--- src/rtl/text_ram_arbiter_if.sv ---
// text_ram_arbiter_if: bundles the request/ack handshakes, the text RAM port
// and the VGA bitmap query of the text RAM arbiter.
//   clr_all_req            : full-screen clear pulse
//   del_* / wr_* / rd_*    : requester handshakes (req level, ack pulse)
//   rd_valid / rd_data     : read result
//   ram_en/we/addr/din/dout: single synchronous RAM port, address {row,col}
//   vga_block / vga_written: bitmap query from the VGA path
//   busy                   : clear sweep in progress
// Modports: slave = arbiter side, master = requesters / RAM / VGA side.
interface text_ram_arbiter_if;
   logic       clr_all_req;
   logic       del_req;
   logic [8:0] del_addr;
   logic       del_ack;
   logic       wr_req;
   logic [8:0] wr_addr;
   logic [7:0] wr_data;
   logic       wr_ack;
   logic       rd_req;
   logic [8:0] rd_addr;
   logic       rd_ack;
   logic       rd_valid;
   logic [7:0] rd_data;
   logic       ram_en;
   logic       ram_we;
   logic [8:0] ram_addr;
   logic [7:0] ram_din;
   logic [7:0] ram_dout;
   logic [8:0] vga_block;
   logic       vga_written;
   logic       busy;

   modport slave (
      input  clr_all_req, del_req, del_addr, wr_req, wr_addr, wr_data,
             rd_req, rd_addr, ram_dout, vga_block,
      output del_ack, wr_ack, rd_ack, rd_valid, rd_data,
             ram_en, ram_we, ram_addr, ram_din, vga_written, busy
   );

   modport master (
      output clr_all_req, del_req, del_addr, wr_req, wr_addr, wr_data,
             rd_req, rd_addr, ram_dout, vga_block,
      input  del_ack, wr_ack, rd_ack, rd_valid, rd_data,
             ram_en, ram_we, ram_addr, ram_din, vga_written, busy
   );
endinterface

--- src/rtl/text_ram_arbiter.sv ---
// text_ram_arbiter: shares one text RAM port among a full-screen clear sweep,
// single-cell delete, keyboard write and a generic read port, and keeps the
// per-cell "written" bitmap queried by the VGA path.
//   clk : system clock
//   rst : asynchronous active-low reset
//   bus : text_ram_arbiter_if.slave (handshakes, RAM port, VGA query, busy)
// Priority in IDLE is del > wr > rd; a requester whose ack is high this
// cycle is skipped so a held request is not granted twice.
module text_ram_arbiter #(
   parameter int unsigned ROWS = 15,
   parameter int unsigned COLS = 20
) (
   input  logic                clk,
   input  logic                rst,
   text_ram_arbiter_if.slave   bus
);
   typedef enum logic {SWEEP, IDLE} state_t;

   state_t state, state_nxt;

   logic [3:0]           sw_row;
   logic [4:0]           sw_col;
   logic                 sweep_last;
   logic [ROWS*COLS-1:0] bitmap;

   logic       ram_en_q, ram_we_q, ram_en_d, ram_we_d;
   logic [8:0] ram_addr_q, ram_addr_d;
   logic [7:0] ram_din_q, ram_din_d;
   logic       del_ack_q, wr_ack_q, rd_ack_q;
   logic       del_ack_d, wr_ack_d, rd_ack_d;
   logic       rd_pend_q, rd_pend_d, rd_oor_q, rd_oor_d;
   logic       rd_valid_q, rd_sel_q;
   logic       bm_upd_q, bm_upd_d, bm_val_q, bm_val_d;
   logic [8:0] bm_idx_q, bm_idx_d;
   logic       busy_q, busy_d;
   logic       can_grant, gnt_del, gnt_wr, gnt_rd;

   function automatic logic in_range(input logic [8:0] a);
      return (32'(a[8:5]) < ROWS) && (32'(a[4:0]) < COLS);
   endfunction

   function automatic logic [8:0] cell_idx(input logic [8:0] a);
      return 9'(32'(a[8:5]) * COLS + 32'(a[4:0]));
   endfunction

   assign sweep_last = (32'(sw_row) == ROWS - 1) && (32'(sw_col) == COLS - 1);

   // busy_q also blocks the first IDLE cycle, so the earliest grant after a
   // sweep lands two cycles after its last write.
   assign can_grant = (state == IDLE) && !busy_q && !bus.clr_all_req;
   assign gnt_del   = can_grant && bus.del_req && !del_ack_q;
   assign gnt_wr    = can_grant && bus.wr_req  && !wr_ack_q && !gnt_del;
   assign gnt_rd    = can_grant && bus.rd_req  && !rd_ack_q && !gnt_del && !gnt_wr;

   // state register
   always_ff @(posedge clk or negedge rst) begin
      if (!rst) state <= SWEEP;
      else      state <= state_nxt;
   end

   // next-state logic
   always_comb begin
      state_nxt = state;
      if (bus.clr_all_req)                    state_nxt = SWEEP;
      else if (state == SWEEP && sweep_last)  state_nxt = IDLE;
   end

   // output logic: next values of the registered outputs
   always_comb begin
      ram_en_d   = 1'b0;
      ram_we_d   = 1'b0;
      ram_addr_d = ram_addr_q;
      ram_din_d  = ram_din_q;
      del_ack_d  = 1'b0;
      wr_ack_d   = 1'b0;
      rd_ack_d   = 1'b0;
      rd_pend_d  = 1'b0;
      rd_oor_d   = 1'b0;
      bm_upd_d   = 1'b0;
      bm_val_d   = 1'b0;
      bm_idx_d   = bm_idx_q;
      busy_d     = (state == SWEEP) || (state_nxt == SWEEP);
      if (state == SWEEP && !bus.clr_all_req) begin
         ram_en_d   = 1'b1;
         ram_we_d   = 1'b1;
         ram_addr_d = {sw_row, sw_col};
         ram_din_d  = '0;
      end else if (gnt_del) begin
         del_ack_d = 1'b1;
         if (in_range(bus.del_addr)) begin
            ram_en_d   = 1'b1;
            ram_we_d   = 1'b1;
            ram_addr_d = bus.del_addr;
            ram_din_d  = '0;
            bm_upd_d   = 1'b1;
            bm_val_d   = 1'b0;
            bm_idx_d   = cell_idx(bus.del_addr);
         end
      end else if (gnt_wr) begin
         wr_ack_d = 1'b1;
         if (in_range(bus.wr_addr)) begin
            ram_en_d   = 1'b1;
            ram_we_d   = 1'b1;
            ram_addr_d = bus.wr_addr;
            ram_din_d  = bus.wr_data;
            bm_upd_d   = 1'b1;
            bm_val_d   = 1'b1;
            bm_idx_d   = cell_idx(bus.wr_addr);
         end
      end else if (gnt_rd) begin
         rd_ack_d  = 1'b1;
         rd_pend_d = 1'b1;
         rd_oor_d  = !in_range(bus.rd_addr);
         if (in_range(bus.rd_addr)) begin
            ram_en_d   = 1'b1;
            ram_addr_d = bus.rd_addr;
         end
      end
   end

   // registered outputs, sweep counter and bitmap
   always_ff @(posedge clk or negedge rst) begin
      if (!rst) begin
         ram_en_q   <= 1'b0;
         ram_we_q   <= 1'b0;
         ram_addr_q <= '0;
         ram_din_q  <= '0;
         del_ack_q  <= 1'b0;
         wr_ack_q   <= 1'b0;
         rd_ack_q   <= 1'b0;
         rd_pend_q  <= 1'b0;
         rd_oor_q   <= 1'b0;
         rd_valid_q <= 1'b0;
         rd_sel_q   <= 1'b0;
         bm_upd_q   <= 1'b0;
         bm_val_q   <= 1'b0;
         bm_idx_q   <= '0;
         busy_q     <= 1'b1;
         sw_row     <= '0;
         sw_col     <= '0;
         bitmap     <= '0;
      end else begin
         ram_en_q   <= ram_en_d;
         ram_we_q   <= ram_we_d;
         ram_addr_q <= ram_addr_d;
         ram_din_q  <= ram_din_d;
         del_ack_q  <= del_ack_d;
         wr_ack_q   <= wr_ack_d;
         rd_ack_q   <= rd_ack_d;
         rd_pend_q  <= rd_pend_d;
         rd_oor_q   <= rd_oor_d;
         rd_valid_q <= rd_pend_q;
         rd_sel_q   <= rd_pend_q && !rd_oor_q;
         bm_upd_q   <= bm_upd_d;
         bm_val_q   <= bm_val_d;
         bm_idx_q   <= bm_idx_d;
         busy_q     <= busy_d;
         if (bus.clr_all_req) begin
            sw_row <= '0;
            sw_col <= '0;
         end else if (state == SWEEP) begin
            if (32'(sw_col) == COLS - 1) begin
               sw_col <= '0;
               sw_row <= sw_row + 4'd1;
            end else begin
               sw_col <= sw_col + 5'd1;
            end
         end
         // Bitmap follows the RAM write by one cycle; a clear overrides it.
         if (bus.clr_all_req) bitmap <= '0;
         else if (bm_upd_q)   bitmap[bm_idx_q] <= bm_val_q;
      end
   end

   assign bus.ram_en   = ram_en_q;
   assign bus.ram_we   = ram_we_q;
   assign bus.ram_addr = ram_addr_q;
   assign bus.ram_din  = ram_din_q;
   assign bus.del_ack  = del_ack_q;
   assign bus.wr_ack   = wr_ack_q;
   assign bus.rd_ack   = rd_ack_q;
   assign bus.rd_valid = rd_valid_q;
   assign bus.busy     = busy_q;
   // RAM data arrives in the rd_valid cycle itself, so rd_data is a mux under
   // registered control rather than a second register stage.
   assign bus.rd_data  = rd_sel_q ? bus.ram_dout : '0;
   assign bus.vga_written = in_range(bus.vga_block) ? bitmap[cell_idx(bus.vga_block)] : 1'b0;
endmodule

--- src/flat_wrapper.sv ---
// flat-port wrapper written by rule: the top's interface ports become plain ports
module text_ram_arbiter_flat 
#(
   parameter int unsigned ROWS = 15,
   parameter int unsigned COLS = 20
)
  (clk, rst, bus_clr_all_req, bus_del_req, bus_del_addr, bus_wr_req, bus_wr_addr, bus_wr_data, bus_rd_req, bus_rd_addr, bus_ram_dout, bus_vga_block, bus_del_ack, bus_wr_ack, bus_rd_ack, bus_rd_valid, bus_rd_data, bus_ram_en, bus_ram_we, bus_ram_addr, bus_ram_din, bus_vga_written, bus_busy);
  text_ram_arbiter_if bus_i ();
  input  logic clk;
  input  logic rst;
  input wire logic [$bits(bus_i.clr_all_req)-1:0] bus_clr_all_req;
  input wire logic [$bits(bus_i.del_req)-1:0] bus_del_req;
  input wire logic [$bits(bus_i.del_addr)-1:0] bus_del_addr;
  input wire logic [$bits(bus_i.wr_req)-1:0] bus_wr_req;
  input wire logic [$bits(bus_i.wr_addr)-1:0] bus_wr_addr;
  input wire logic [$bits(bus_i.wr_data)-1:0] bus_wr_data;
  input wire logic [$bits(bus_i.rd_req)-1:0] bus_rd_req;
  input wire logic [$bits(bus_i.rd_addr)-1:0] bus_rd_addr;
  input wire logic [$bits(bus_i.ram_dout)-1:0] bus_ram_dout;
  input wire logic [$bits(bus_i.vga_block)-1:0] bus_vga_block;
  output wire logic [$bits(bus_i.del_ack)-1:0] bus_del_ack;
  output wire logic [$bits(bus_i.wr_ack)-1:0] bus_wr_ack;
  output wire logic [$bits(bus_i.rd_ack)-1:0] bus_rd_ack;
  output wire logic [$bits(bus_i.rd_valid)-1:0] bus_rd_valid;
  output wire logic [$bits(bus_i.rd_data)-1:0] bus_rd_data;
  output wire logic [$bits(bus_i.ram_en)-1:0] bus_ram_en;
  output wire logic [$bits(bus_i.ram_we)-1:0] bus_ram_we;
  output wire logic [$bits(bus_i.ram_addr)-1:0] bus_ram_addr;
  output wire logic [$bits(bus_i.ram_din)-1:0] bus_ram_din;
  output wire logic [$bits(bus_i.vga_written)-1:0] bus_vga_written;
  output wire logic [$bits(bus_i.busy)-1:0] bus_busy;
  assign bus_i.clr_all_req = bus_clr_all_req;
  assign bus_i.del_req = bus_del_req;
  assign bus_i.del_addr = bus_del_addr;
  assign bus_i.wr_req = bus_wr_req;
  assign bus_i.wr_addr = bus_wr_addr;
  assign bus_i.wr_data = bus_wr_data;
  assign bus_i.rd_req = bus_rd_req;
  assign bus_i.rd_addr = bus_rd_addr;
  assign bus_i.ram_dout = bus_ram_dout;
  assign bus_i.vga_block = bus_vga_block;
  assign bus_del_ack = bus_i.del_ack;
  assign bus_wr_ack = bus_i.wr_ack;
  assign bus_rd_ack = bus_i.rd_ack;
  assign bus_rd_valid = bus_i.rd_valid;
  assign bus_rd_data = bus_i.rd_data;
  assign bus_ram_en = bus_i.ram_en;
  assign bus_ram_we = bus_i.ram_we;
  assign bus_ram_addr = bus_i.ram_addr;
  assign bus_ram_din = bus_i.ram_din;
  assign bus_vga_written = bus_i.vga_written;
  assign bus_busy = bus_i.busy;
  text_ram_arbiter #(.ROWS(ROWS), .COLS(COLS)) u_core (.clk(clk), .rst(rst), .bus(bus_i));
endmodule
--- config.mk ---
export PLATFORM = sky130hd
export DESIGN_NAME = text_ram_arbiter_flat
export DESIGN_NICKNAME = d
export VERILOG_FILES = /design/src/rtl/text_ram_arbiter_if.sv /design/src/rtl/text_ram_arbiter.sv /design/src/flat_wrapper.sv
export SDC_FILE = /design/constraint.sdc
export NUM_CORES = 1
export LEC_CHECK = 0
export CAP_MARGIN = 20
export CORE_MARGIN = 3
export CORE_UTILIZATION = 61
export DETAILED_ROUTE_END_ITERATION = 7
export GPL_TIMING_DRIVEN = 0
export HOLD_SLACK_MARGIN = 0.08
export PLACE_DENSITY = 0.81
export SLEW_MARGIN = 20
export SYNTH_ARGS = -nofsm -noshare
export SYNTH_HDL_FRONTEND = slang
export SYNTH_SLANG_ARGS = --single-unit
--- constraint.sdc ---
create_clock -name clk -period 5.3 [get_ports clk]
set_input_delay 1.06 -clock clk [delete_from_list [all_inputs] [get_ports clk]]
set_output_delay 1.06 -clock clk [all_outputs]
set_load 0.05 [all_outputs]
==> results.json, run 1 <==
{
  "max_stage_delay_ps": 440,
  "vias_per_cell": 7.31,
  "grt_remaining_overflow": 0,
  "vdd_drop_max_v": 0.000191,
  "whs_path_depth": 1,
  "seq_area_frac_synth": 0.468,
  "layout_min_cycle_time_ps": 5310,
  "grt_max_degree": 102,
  "p_leak_uw": 0.00844,
  "wl_per_cell_um": 27.3,
  "placed_cell_area_mm2": 0.0201,
  "grt_use_total": 0.415,
  "place_congestion": 0.981,
  "finalClockSkew_ps": 10.1,
  "hold_viol_final": 0,
  "async_flop_share": 1.00,
  "cp_cell_sequence": "clkdlybuf4s50_1 -> ha_2 -> buf_4 -> clkbuf_4 -> clkbuf_4 -> a211oi_1 -> a21oi_1 -> nor3_1 -> nor4_1 -> o31a_1 -> buf_6",
  "grt_pass1_vias": 18199,
  "max_slew_margin": 0.203,
  "dp_slack_ps": -1840,
  "synth_warnings": 0,
  "multi_input_area_mm2": 0.00924,
  "worstMarginPinSlew_ps": 1190,
  "design.die.area_mm2": 0.0326,
  "numClockSinks": 347,
  "synth_enable_flop_cells": 0,
  "synth_commonest_cells": "dfrtp_1 (346), a21oi_1 (328), o21ai_0 (322)",
  "status": "complete, but fails checks",
  "syn_area_per_cell_um2": 9.50,
  "synthTopCellsByArea": "dfrtp_1 (47%), mux4_2 (9.9%), a21oi_1 (8.8%), o21ai_0 (8.7%), nand3_1 (8.7%)",
  "crit_fanout": 10,
  "drc": 0,
  "routed_wl_um": 68600,
  "antenna_left": 0,
  "netlist_instances": 1954,
  "design_area_mm2": 0.0215,
  "path_clk_slew_ps": 60,
  "violations": "negative setup slack",
  "fmax_mhz": 188,
  "numCtsBuffers": 37,
  "dr.first_iter.drc_count": 3262,
  "synth_fp_nets": 2042,
  "crit_arrival_ps": 4250,
  "initial_core_util": 0.623,
  "hold_path_class": "reg -> reg",
  "setup_violations": 1,
  "slowest_stage": "clkdlybuf4s50_1",
  "num_io_pins": 91,
  "core_region_area_mm2": 0.0298,
  "crit_path_end_kind": "output pin",
  "worst_setup_path_start_kind": "input port",
  "nFillCells": 2197,
  "powerDensity_mw_per_mm2": 271,
  "worstRegToRegCells": 6,
  "num_rows": 63,
  "cts_buffer_depth": 3,
  "clock-root-buffer": "clkbuf_16",
  "worstSetupPathType": "in -> out",
  "drtPass1Iterations": 7,
  "worstSetupPathDepth": 11,
  "insertion_delay_ps": 530,
  "antenna_found_initial": 0,
  "whs_ps": 405,
  "dp_hpwl_um": 43500,
  "synth-main-ff-cell": "dfrtp_1",
  "grt_first_pass_wirelength_um": 104000,
  "cts_hold_buf": 0,
  "area_delta_synth_final_pct": 15.8,
  "path_delay_family": "buffers and inverters",
  "ys_ff_latch": 347,
  "nets": 2184,
  "cp_common_cell": "clkbuf_4",
  "cts_tree": "yes",
  "vias": 18371,
  "cp_data_required_time_ps": 4240,
  "h-tree-depth": 2,
  "die_x_um": 180,
  "final_core_utilization": 0.722,
  "yosysTopAreaCell": "dfrtp_1",
  "fin_ws_ps": -9.68,
  "netlist_area_mm2": 0.0186,
  "synth_top_area_frac": 0.466,
  "maxCapViolCount": 0,
  "regArea_mm2": 0.00868,
  "numPortBuffers": 87,
  "ys_types": 55,
  "drive_gt1_frac": 0.105,
  "maxSlewViolCount": 0,
  "min_period_over_period": 1.00,
  "die_h_um": 180,
  "cp_num_buf_inv": 5,
  "yosysMostFrequentCell": "dfrtp_1"
}
==> worst register-to-register path: cells and delay by family, from the launching register on <==
kind | cells | cell delay (ps)
buffers and inverters | 2 | 1360
AND/OR/NAND/NOR | 3 | 1360
flip-flops | 1 | 430
AO/OA/AOI/OAI | 1 | 230
==> power by group <==
part | switching (uW) | internal [uW]
combinational | 417 | 243
sequential | 9.26 | 2660
clock | 1080 | 1420
==> sequential cells by signal, summed over array words and instances (netlist names), 4 cells and up <==
name and cells:
u_core.sw_row 4, u_core.bus.ram_din 8, u_core.bm_idx_q 9, u_core.bitmap 300, u_core.sw_col 5, u_core.bus.ram_addr 9
==> per-layer routing <==
metal / wire length, um / vias to the layer above / GRT usage / part of all wire
li1: - / 7450 / - / -
met1: 23600 / 8871 / 0.531 / 0.34
met5: 56 / - / 0.0133 / 0.00082
met2: 29300 / 1590 / 0.608 / 0.43
met3: 10300 / 457 / 0.148 / 0.15
met4: 5350 / 3 / 0.252 / 0.078
==> cell usage in the layout (no fill, tap or decap), types with 5 or more instances in the layout <==
cell | synthesis | final
and2_1 | 14 | 14
buf_6 | 1 | 5
a22oi_1 | 9 | 9
ha_1 | 24 | 22
nor2_1 | 64 | 57
mux2i_1 | 18 | 16
buf_1 | 10 | 6
clkbuf_8 | 0 | 7
nand2b_1 | 15 | 15
nand4_1 | 9 | 9
clkinv_2 | 0 | 8
buf_2 | 9 | 9
nand3_1 | 321 | 320
a31oi_1 | 7 | 7
a22o_1 | 9 | 9
nor3_1 | 16 | 12
clkbuf_16 | 0 | 40
fa_1 | 6 | 5
inv_1 | 15 | 15
clkbuf_2 | 0 | 5
mux4_2 | 82 | 82
nand2_1 | 70 | 70
xnor2_1 | 11 | 10
o21ai_0 | 322 | 322
xor2_1 | 9 | 8
buf_4 | 2 | 13
clkdlybuf4s50_1 | 0 | 81
nor2_2 | 1 | 8
nor2b_1 | 22 | 21
a21oi_1 | 328 | 326
mux2_2 | 9 | 9
clkbuf_1 | 163 | 164
dfrtp_1 | 346 | 346
==> cells by family after synthesis <==
kind of cell,after synthesis,share of synthesized area
compound gates,697,0.197
simple gates,549,0.146
flops,347,0.468
buf+inv,202,0.0422
mux,109,0.115
fa+ha+maj,30,0.0226
xor+xnor,20,0.00943
==> area by class of cell <==
type	instances	area share
multi-input cells	1405	0.429
flip-flops and latches	347	0.404
repair buffers	104	0.0511
clock buffers	56	0.0507
plain buffers	184	0.0367
well taps	390	0.0227
inverters	17	0.00297
clock inverters	9	0.00227
diodes	2	0.000233
==> per-stage QoR <==
stage	TNS [ps]	instances	total power (uW)
floorplan	0	1954	3040
global placement	-4108280	2431	3290
detailed placement	-1840	2438	3300
CTS	0	2507	5770
global route	-25.9	2512	5950
finish	-9.68	2514	5830
==> path summary, 6_finish.rpt <==
check | end | slack [ps] | from
max in group asynchronous | u_core.bitmap[6]$_DFFE_PN0P_ | 2990 | rst
min in group asynchronous | u_core.bitmap[172]$_DFFE_PN0P_ | 530 | rst
worst max-delay path | bus_vga_written | -10 | bus_vga_block[2]
worst max register to register | u_core.bitmap[31]$_DFFE_PN0P_ | 1840 | u_core.bm_idx_q[1]$_DFFE_PN0P_
worst min-delay path | u_core.rd_sel_q$_DFF_PN0_ | 400 | u_core.rd_oor_q$_DFF_PN0_
worst min register to register | u_core.rd_sel_q$_DFF_PN0_ | 400 | u_core.rd_oor_q$_DFF_PN0_
==> timing repair <==
| action | 4_1_cts | 5_1_grt |
|---|---|---|
| hold endpoints to repair | 0 | 0 |
| pin swaps | 3 | 7 |
| gates resized for setup | 43 | 20 |
| buffers inserted | 5 | 5 |
| endpoints found under the setup margin | 1 | 1 |
Note: power is estimated with default switching activity, not from simulation.
==> run 2, diff against run 1 <==
--- a/config.mk
+++ b/config.mk
@@ -10,7 +10,7 @@
 export CORE_UTILIZATION = 61
 export DETAILED_ROUTE_END_ITERATION = 7
 export GPL_TIMING_DRIVEN = 0
-export HOLD_SLACK_MARGIN = 0.08
+export HOLD_SLACK_MARGIN = 0.03
 export PLACE_DENSITY = 0.81
 export SLEW_MARGIN = 20
 export SYNTH_ARGS = -nofsm -noshare
==> results of run 2 <==
Same layout as run 1: the final DEF is identical, and so are final timing and power.
